### config.mk
export PLATFORM = sky130hd
export DESIGN_NAME = pll_clk_monitor_flat
export DESIGN_NICKNAME = d
export VERILOG_FILES = /design/src/rtl/pll_clk_monitor_if.sv /design/src/rtl/pll_clk_monitor.sv /design/src/flat_wrapper.sv
export SDC_FILE = /design/constraint.sdc
export NUM_CORES = 1
export LEC_CHECK = 0
export ABC_AREA = 1
export BUFFER_PORTS_ARGS = -buffer_cell sky130_fd_sc_hd__buf_4
export CORE_MARGIN = 2
export CORE_UTILIZATION = 55
export DETAILED_ROUTE_END_ITERATION = 6
export PLACE_DENSITY = 0.85
export SYNTH_ARGS = -nofsm -noshare
export SYNTH_HDL_FRONTEND = slang
export SYNTH_SLANG_ARGS = --single-unit
### constraint.sdc
create_clock -name clk_tb -period 7.89 [get_ports clk_tb]
set_input_delay 0.3945 -clock clk_tb [delete_from_list [all_inputs] [get_ports clk_tb]]
set_output_delay 0.3945 -clock clk_tb [all_outputs]
set_load 0.02 [all_outputs]
### src/rtl/pll_clk_monitor_if.sv
// Signal bundle between the PLL clock monitor (slave) and the side that drives
// the lock/clocks/expectations and observes results (master). duty_ok exists only with PLL_MON_DUTY_EN.
interface pll_clk_monitor_if #(
    parameter int NUM_CLK = 3,
    parameter int CNT_W   = 16,
    parameter int ERR_W   = 3
);
    logic                     pll_lock;
    logic [NUM_CLK-1:0]       mon_clk;
    logic [NUM_CLK*CNT_W-1:0] exp_cnt;
    logic [NUM_CLK*CNT_W-1:0] meas_cnt;
    logic [NUM_CLK-1:0]       freq_ok;
    logic                     win_done;
    logic                     lock_err;
    logic [1:0]               lock_rise_cnt;
    logic [ERR_W-1:0]         err_cnt;
    logic                     err_flag;
`ifdef PLL_MON_DUTY_EN
    logic [NUM_CLK-1:0]       duty_ok;

    modport master (
        output pll_lock, mon_clk, exp_cnt,
        input  meas_cnt, freq_ok, win_done, lock_err, lock_rise_cnt, err_cnt, err_flag, duty_ok
    );
    modport slave (
        input  pll_lock, mon_clk, exp_cnt,
        output meas_cnt, freq_ok, win_done, lock_err, lock_rise_cnt, err_cnt, err_flag, duty_ok
    );
`else
    modport master (
        output pll_lock, mon_clk, exp_cnt,
        input  meas_cnt, freq_ok, win_done, lock_err, lock_rise_cnt, err_cnt, err_flag
    );
    modport slave (
        input  pll_lock, mon_clk, exp_cnt,
        output meas_cnt, freq_ok, win_done, lock_err, lock_rise_cnt, err_cnt, err_flag
    );
`endif
endinterface

### src/rtl/pll_clk_monitor.sv
// PLL output clock monitor: per-window edge counting against expectations, lock-loss/relock tracking
// and a saturating error count. Define PLL_MON_DUTY_EN to add per-channel duty-cycle checking.
module pll_clk_monitor #(
    parameter int NUM_CLK    = 3,
    parameter int CNT_W      = 16,
    parameter int WIN_CYC    = 1000,
    parameter int SETTLE_CYC = 64,
    parameter int TOL        = 2,
    parameter int ERR_W      = 3
) (
    input logic              clk_tb,
    input logic              rst_n,
    pll_clk_monitor_if.slave bus
);
    localparam int SET_W = (SETTLE_CYC > 1) ? $clog2(SETTLE_CYC) : 1;
    localparam logic [CNT_W-1:0] WIN_LAST = CNT_W'(WIN_CYC - 1);
    localparam logic [SET_W-1:0] SET_LAST = SET_W'(SETTLE_CYC - 1);
    localparam logic [CNT_W:0]   TOL_V    = (CNT_W + 1)'(TOL);
`ifdef PLL_MON_DUTY_EN
    localparam int DUTY_MID = WIN_CYC / 2;
    localparam int DUTY_TOL = WIN_CYC / 16;
`endif

    typedef enum logic [1:0] {IDLE, SETTLE, MEASURE, CHECK} state_t;

    state_t                   state;
    logic [1:0]               rst_sync;
    logic                     rst_int_n;
    logic [2:0]               lock_sh;
    logic                     lock_rise;
    logic                     lock_fall;
    logic [NUM_CLK-1:0]       mon_s0;
    logic [NUM_CLK-1:0]       mon_s1;
    logic [NUM_CLK-1:0]       mon_d;
    logic [NUM_CLK-1:0]       mon_edge;
    logic [SET_W-1:0]         settle_cnt;
    logic [CNT_W-1:0]         win_cnt;
    logic [CNT_W-1:0]         edge_cnt [NUM_CLK];
    logic [CNT_W-1:0]         exp_lat  [NUM_CLK];
    logic [CNT_W:0]           diff     [NUM_CLK];
    logic [NUM_CLK-1:0]       freq_pass;
    logic                     check_fail;
    logic [NUM_CLK*CNT_W-1:0] meas_q;
    logic [NUM_CLK-1:0]       freq_q;
    logic                     win_done_q;
    logic                     lock_err_q;
    logic [1:0]               rise_q;
    logic [ERR_W-1:0]         err_q;
    logic [ERR_W-1:0]         err_next;
    logic                     err_flag_q;
    logic                     ev_any;
`ifdef PLL_MON_DUTY_EN
    logic [CNT_W-1:0]         high_cnt [NUM_CLK];
    logic [NUM_CLK-1:0]       duty_pass;
    logic [NUM_CLK-1:0]       duty_q;
`endif

    // Asynchronous assertion, deassertion released through two flops.
    always_ff @(posedge clk_tb or negedge rst_n) begin
        if (!rst_n) rst_sync <= '0;
        else        rst_sync <= {rst_sync[0], 1'b1};
    end
    assign rst_int_n = rst_sync[1];

    always_ff @(posedge clk_tb or negedge rst_int_n) begin
        if (!rst_int_n) begin
            lock_sh <= '0;
            mon_s0  <= '0;
            mon_s1  <= '0;
            mon_d   <= '0;
        end else begin
            lock_sh <= {lock_sh[1:0], bus.pll_lock};
            mon_s0  <= bus.mon_clk;
            mon_s1  <= mon_s0;
            mon_d   <= mon_s1;
        end
    end

    assign lock_rise = lock_sh[1] & ~lock_sh[2];
    assign lock_fall = ~lock_sh[1] & lock_sh[2];
    assign mon_edge  = mon_s1 & ~mon_d;

    always_comb begin
        freq_pass = '0;
        for (int unsigned i = 0; i < NUM_CLK; i++) begin
            diff[i] = (edge_cnt[i] >= exp_lat[i]) ? ({1'b0, edge_cnt[i]} - {1'b0, exp_lat[i]})
                                                   : ({1'b0, exp_lat[i]} - {1'b0, edge_cnt[i]});
            freq_pass[i] = (diff[i] <= TOL_V);
        end
    end

`ifdef PLL_MON_DUTY_EN
    always_comb begin
        duty_pass = '0;
        for (int unsigned i = 0; i < NUM_CLK; i++) begin
            duty_pass[i] = (int'(high_cnt[i]) >= DUTY_MID - DUTY_TOL) &&
                           (int'(high_cnt[i]) <= DUTY_MID + DUTY_TOL);
        end
    end
    assign check_fail = ~(&freq_pass) | ~(&duty_pass);
`else
    assign check_fail = ~(&freq_pass);
`endif

    // Coincident events collapse into a single increment.
    assign ev_any = (lock_fall && (state == MEASURE || state == CHECK)) ||
                    (state == CHECK && check_fail) ||
                    (lock_rise && rise_q != 2'd0);
    assign err_next = (ev_any && err_q != '1) ? err_q + ERR_W'(1) : err_q;

    always_ff @(posedge clk_tb or negedge rst_int_n) begin
        if (!rst_int_n) begin
            state      <= IDLE;
            settle_cnt <= '0;
            win_cnt    <= '0;
            for (int unsigned i = 0; i < NUM_CLK; i++) begin
                edge_cnt[i] <= '0;
                exp_lat[i]  <= '0;
`ifdef PLL_MON_DUTY_EN
                high_cnt[i] <= '0;
`endif
            end
            meas_q     <= '0;
            freq_q     <= '0;
            win_done_q <= 1'b0;
            lock_err_q <= 1'b0;
            rise_q     <= '0;
            err_q      <= '0;
            err_flag_q <= 1'b0;
`ifdef PLL_MON_DUTY_EN
            duty_q     <= '0;
`endif
        end else begin
            win_done_q <= 1'b0;
            err_q      <= err_next;
            err_flag_q <= (err_next != '0);
            if (lock_rise) begin
                if (rise_q != 2'd3) rise_q <= rise_q + 2'd1;
                if (rise_q != 2'd0) lock_err_q <= 1'b1;
            end

            case (state)
                IDLE: begin
                    settle_cnt <= '0;
                    win_cnt    <= '0;
                    for (int unsigned i = 0; i < NUM_CLK; i++) begin
                        edge_cnt[i] <= '0;
`ifdef PLL_MON_DUTY_EN
                        high_cnt[i] <= '0;
`endif
                    end
                    if (lock_rise) state <= SETTLE;
                end
                SETTLE: begin
                    if (lock_fall) begin
                        state <= IDLE;
                    end else if (settle_cnt == SET_LAST) begin
                        state   <= MEASURE;
                        win_cnt <= '0;
                        for (int unsigned i = 0; i < NUM_CLK; i++) begin
                            exp_lat[i]  <= bus.exp_cnt[i*CNT_W +: CNT_W];
                            edge_cnt[i] <= '0;
`ifdef PLL_MON_DUTY_EN
                            high_cnt[i] <= '0;
`endif
                        end
                    end else begin
                        settle_cnt <= settle_cnt + SET_W'(1);
                    end
                end
                MEASURE: begin
                    // Lock loss wins over the terminal count: the window is discarded.
                    if (lock_fall) begin
                        state      <= IDLE;
                        lock_err_q <= 1'b1;
                    end else begin
                        for (int unsigned i = 0; i < NUM_CLK; i++) begin
                            if (mon_edge[i] && edge_cnt[i] != '1)
                                edge_cnt[i] <= edge_cnt[i] + CNT_W'(1);
`ifdef PLL_MON_DUTY_EN
                            if (mon_s1[i]) high_cnt[i] <= high_cnt[i] + CNT_W'(1);
`endif
                        end
                        if (win_cnt == WIN_LAST) state <= CHECK;
                        else                     win_cnt <= win_cnt + CNT_W'(1);
                    end
                end
                CHECK: begin
                    for (int unsigned i = 0; i < NUM_CLK; i++)
                        meas_q[i*CNT_W +: CNT_W] <= edge_cnt[i];
                    freq_q     <= freq_pass;
`ifdef PLL_MON_DUTY_EN
                    duty_q     <= duty_pass;
`endif
                    win_done_q <= 1'b1;
                    win_cnt    <= '0;
                    // A lock loss landing on the check cycle still reports the finished window.
                    if (lock_fall) begin
                        state      <= IDLE;
                        lock_err_q <= 1'b1;
                    end else begin
                        state <= MEASURE;
                    end
                    for (int unsigned i = 0; i < NUM_CLK; i++) begin
                        exp_lat[i]  <= bus.exp_cnt[i*CNT_W +: CNT_W];
                        edge_cnt[i] <= '0;
`ifdef PLL_MON_DUTY_EN
                        high_cnt[i] <= '0;
`endif
                    end
                end
                default: state <= IDLE;
            endcase
        end
    end

    assign bus.meas_cnt      = meas_q;
    assign bus.freq_ok       = freq_q;
    assign bus.win_done      = win_done_q;
    assign bus.lock_err      = lock_err_q;
    assign bus.lock_rise_cnt = rise_q;
    assign bus.err_cnt       = err_q;
    assign bus.err_flag      = err_flag_q;
`ifdef PLL_MON_DUTY_EN
    assign bus.duty_ok       = duty_q;
`endif
endmodule

### src/flat_wrapper.sv
// flat-port wrapper written by rule: the top's interface ports become plain ports
module pll_clk_monitor_flat 
#(
    parameter int NUM_CLK    = 3,
    parameter int CNT_W      = 16,
    parameter int WIN_CYC    = 1000,
    parameter int SETTLE_CYC = 64,
    parameter int TOL        = 2,
    parameter int ERR_W      = 3
)
  (clk_tb, rst_n, bus_pll_lock, bus_mon_clk, bus_exp_cnt, bus_meas_cnt, bus_freq_ok, bus_win_done, bus_lock_err, bus_lock_rise_cnt, bus_err_cnt, bus_err_flag);
  pll_clk_monitor_if #(.NUM_CLK(NUM_CLK), .CNT_W(CNT_W), .ERR_W(ERR_W)) bus_i ();
  input logic clk_tb;
  input logic rst_n;
  input wire logic [$bits(bus_i.pll_lock)-1:0] bus_pll_lock;
  input wire logic [$bits(bus_i.mon_clk)-1:0] bus_mon_clk;
  input wire logic [$bits(bus_i.exp_cnt)-1:0] bus_exp_cnt;
  output wire logic [$bits(bus_i.meas_cnt)-1:0] bus_meas_cnt;
  output wire logic [$bits(bus_i.freq_ok)-1:0] bus_freq_ok;
  output wire logic [$bits(bus_i.win_done)-1:0] bus_win_done;
  output wire logic [$bits(bus_i.lock_err)-1:0] bus_lock_err;
  output wire logic [$bits(bus_i.lock_rise_cnt)-1:0] bus_lock_rise_cnt;
  output wire logic [$bits(bus_i.err_cnt)-1:0] bus_err_cnt;
  output wire logic [$bits(bus_i.err_flag)-1:0] bus_err_flag;
  assign bus_i.pll_lock = bus_pll_lock;
  assign bus_i.mon_clk = bus_mon_clk;
  assign bus_i.exp_cnt = bus_exp_cnt;
  assign bus_meas_cnt = bus_i.meas_cnt;
  assign bus_freq_ok = bus_i.freq_ok;
  assign bus_win_done = bus_i.win_done;
  assign bus_lock_err = bus_i.lock_err;
  assign bus_lock_rise_cnt = bus_i.lock_rise_cnt;
  assign bus_err_cnt = bus_i.err_cnt;
  assign bus_err_flag = bus_i.err_flag;
  pll_clk_monitor #(.NUM_CLK(NUM_CLK), .CNT_W(CNT_W), .WIN_CYC(WIN_CYC), .SETTLE_CYC(SETTLE_CYC), .TOL(TOL), .ERR_W(ERR_W)) u_core (.clk_tb(clk_tb), .rst_n(rst_n), .bus(bus_i));
endmodule
==> results.cfg <==
[placement]
placed_cells = 2497
postPlaceCellArea_um2 = 15300
post-dp-hpwl_um = 31300
gp_congestion = 0.994
place.port_buffers = 112
dp_slack_ns = 4.53

[synth]
ys_seq_elements = 193
synth_area_leaders = dfrtp_1 34%, nand2_1 16%, ha_1 9.2%, inv_1 8.8%, a21oi_1 5.6%
synth_top_cell_area_share_pct = 33.9
ys.flop_type = dfrtp_1
syn_inst = 2099
yosys.area.top_type = dfrtp_1
avgSynthCellArea_um2 = 6.79
syn_nets = 2264
synthArstFlopShare_pct = 100
ys_seq_area_share_pct = 33.9
netlist_area_um2 = 14300
yosysWarnings = 0
synth-edff-count = 0
synthDistinctLibCells = 54

[final_layout]
final_common_cell = nand2_1
final_cell_mix = 602 x nand2_1, 333 x inv_1, 197 x nor2_1, 192 x dfrtp_1, 160 x a21oi_1
num_antenna_cells = 0
final_core_util_pct = 62.8
finalNonFillerCells = 2530
fillers = 2340
regArea_um2 = 4830
final_layout_size_suffix_gt1_share_pct = 10.1
multiInputGateArea_um2 = 7900
fin_nets = 2352
design_area_um2 = 15900
area_delta_synth_final_pct = 11.5

[job]
max_cap_violations = 0

[power_and_ir_drop]
pwr-share-comb_pct = 55.1
pwr-share-clk_pct = 17.9
p_total_mw = 4.91
pwr_density_cell_nw_per_um2 = 309
internal_power_mw = 2.51
p_sw_share_pct = 48.8
switchingPower_mw = 2.40
pwr-share-seq_pct = 27.0
p_leak_nw = 8.48
ir_drop_mv = 0.292

[critical_path]
path_delay_family = simple AND/OR/NAND/NOR gates
path_cells = ha_1, nand3_1, nor2_2, nand2_1, nand2_2, nand2_4, nor2_4, inv_2, o21ai_4, nand3_2, inv_2, nand2_1, nor2_2, nand2_1, nor2_2, nand3_1, nor2_1, o21ai_0, a21oi_1
required_ns = 8.25
crit_buf_inv = 2
critPathLaunchType = flop
critPathCaptureType = flop
worstSetupPathType = flop to flop
cp_slowest_cell = inv_2
arrival_ns = 3.79
critPathMaxFanout = 42
slowest_delay_ns = 0.44

[routing]
drc = 1
route.detailed.wl_per_inst_um = 16.0
firstDrtPassIters = 7
via_per_inst = 5.49
routed_wl_um = 40500
drtIter0Drc = 1091
routed-via-count = 13900
detail-route-antenna-nets = 0

[sta]
fmax_ghz = 0.291
timing.final.ws_setup_ns = 4.46
tightestPinTransition_ns = 1.02
setup_violations = 0
setup-tns-final_ns = 0
rsz0062_at_grt = no
finalCritPeriodShare_pct = 43.5
finClkSkew_ns = 0.0182
period_needed_ns = 3.43
hold_viol_final = 0
whs_ns = 0.0498
max_slew_margin_pct = 31.8
finalMaxSlewViolations = 0

[die]
core_um2 = 25300
dieWidth_um = 165
dieArea_um2 = 27200
initial_core_util_pct = 56.3
die-height_um = 165
pin_count = 113
row_count = 58

[global_route]
antenna_found_initial = 0
track_usage_pct = 30.4
grt_pass1_vias = 13300
grt_max_degree = 99
grt_pass1_wl_um = 65300
grt_remaining_overflow = 0

[cts]
cts_tree = yes
cts.sinks = 193
cts_setup_buffers = 0
path_clk_slew_ns = 0.07
cts_max_level = 4
clk_latency_ns = 0.45
clock_path_buffers = 2
cts_root_buffer = clkbuf_16
cts_inserted_buffers = 17

[outcome]
status = finished, violations left
failed_checks = design-rule violations

[worst_hold_path]
hold_class = input port to flop
==> Yosys cell counts (all sizes together) (6+ instances only) <==
master / n
fa: 6
or2: 6
xor2: 17
buf: 21
nand3b: 7
a31oi: 6
nor3: 30
dfrtp: 193
nor2: 217
nand3: 139
inv: 345
nand4: 31
o21bai: 10
o21ai: 107
nand2: 626
clkbuf: 27
xnor2: 8
a211oi: 6
ha: 105
a21oi: 162
==> flip-flops by register name, indices dropped and copies added (netlist names), 2 cells and up <==
signal,cells
u_core.bus.err_cnt,3
u_core.bus.freq_ok,3
u_core.bus.lock_rise_cnt,2
u_core.bus.meas_cnt,48
u_core.edge_cnt,48
u_core.exp_lat,48
u_core.lock_sh,3
u_core.mon_d,3
u_core.mon_s0,3
u_core.mon_s1,3
u_core.rst_sync,2
u_core.settle_cnt,6
u_core.state,2
u_core.win_cnt,16
==> kinds of logic (layout without fill, tap and decap cells) <==
group	count (synthesis)	after routing	share of synthesized area, %
AOI/OAI and AO/OA	310	310	11.7
and+or+nand+nor	1063	1063	31.9
other	1	1	0.0263
xor gates and xnor gates	25	25	1.54
buffers and inverters	396	497	10.8
adders and majority gates	111	111	10.1
DFF	193	193	33.9
==> routing by layer <==
metal	global-route usage (%)	wire [µm]
met1	40.6	17900
met2	50.7	19000
met3	3.79	2340
met4	11.0	1220
met5	0	0
==> worst paths after layout <==
check                                     endpoint  cells after the start                  from  slack [ns]
worst max-delay path            u_core.win_cnt[12]                     19  u_core.settle_cnt[1]        4.46
worst max register to register  u_core.win_cnt[12]                     19  u_core.settle_cnt[1]        4.46
worst min register to register    u_core.mon_s1[0]                      0      u_core.mon_s0[0]        0.35
worst min-delay path             u_core.lock_sh[0]                      1          bus_pll_lock        0.05
max in group asynchronous       u_core.exp_lat[18]                      1    u_core.rst_sync[1]        5.90
min in group asynchronous       u_core.rst_sync[1]                      2                 rst_n        0.26
==> power groups by stage <==
stage,combinational (mW),sequential (mW),clock [mW]
2_1_floorplan,1.93,1.34,0
3_3_place_gp,2.61,1.33,0
3_5_place_dp,2.64,1.34,0
4_1_cts,2.67,1.32,0.890
5_1_grt,3.04,1.35,0.928
6_report,2.70,1.33,0.879
==> repair_timing <==
item	in CTS	in global routing
resized for setup	0	0
hold buffers	1	0
setup endpoints to repair	0	0
hold endpoints to repair	2	0
==> cell type report <==
| class | count | share of cell area, % |
|---|---|---|
| Clock buffer | 19 | 2.72 |
| Clock inverter | 13 | 0.858 |
| Inverter | 348 | 8.21 |
| Multi-Input combinational cell | 1510 | 49.7 |
| Sequential cell | 193 | 30.4 |
| Tap cell | 330 | 2.60 |
| Timing Repair Buffer | 117 | 5.54 |
Note: power is estimated with default switching activity, not from simulation.
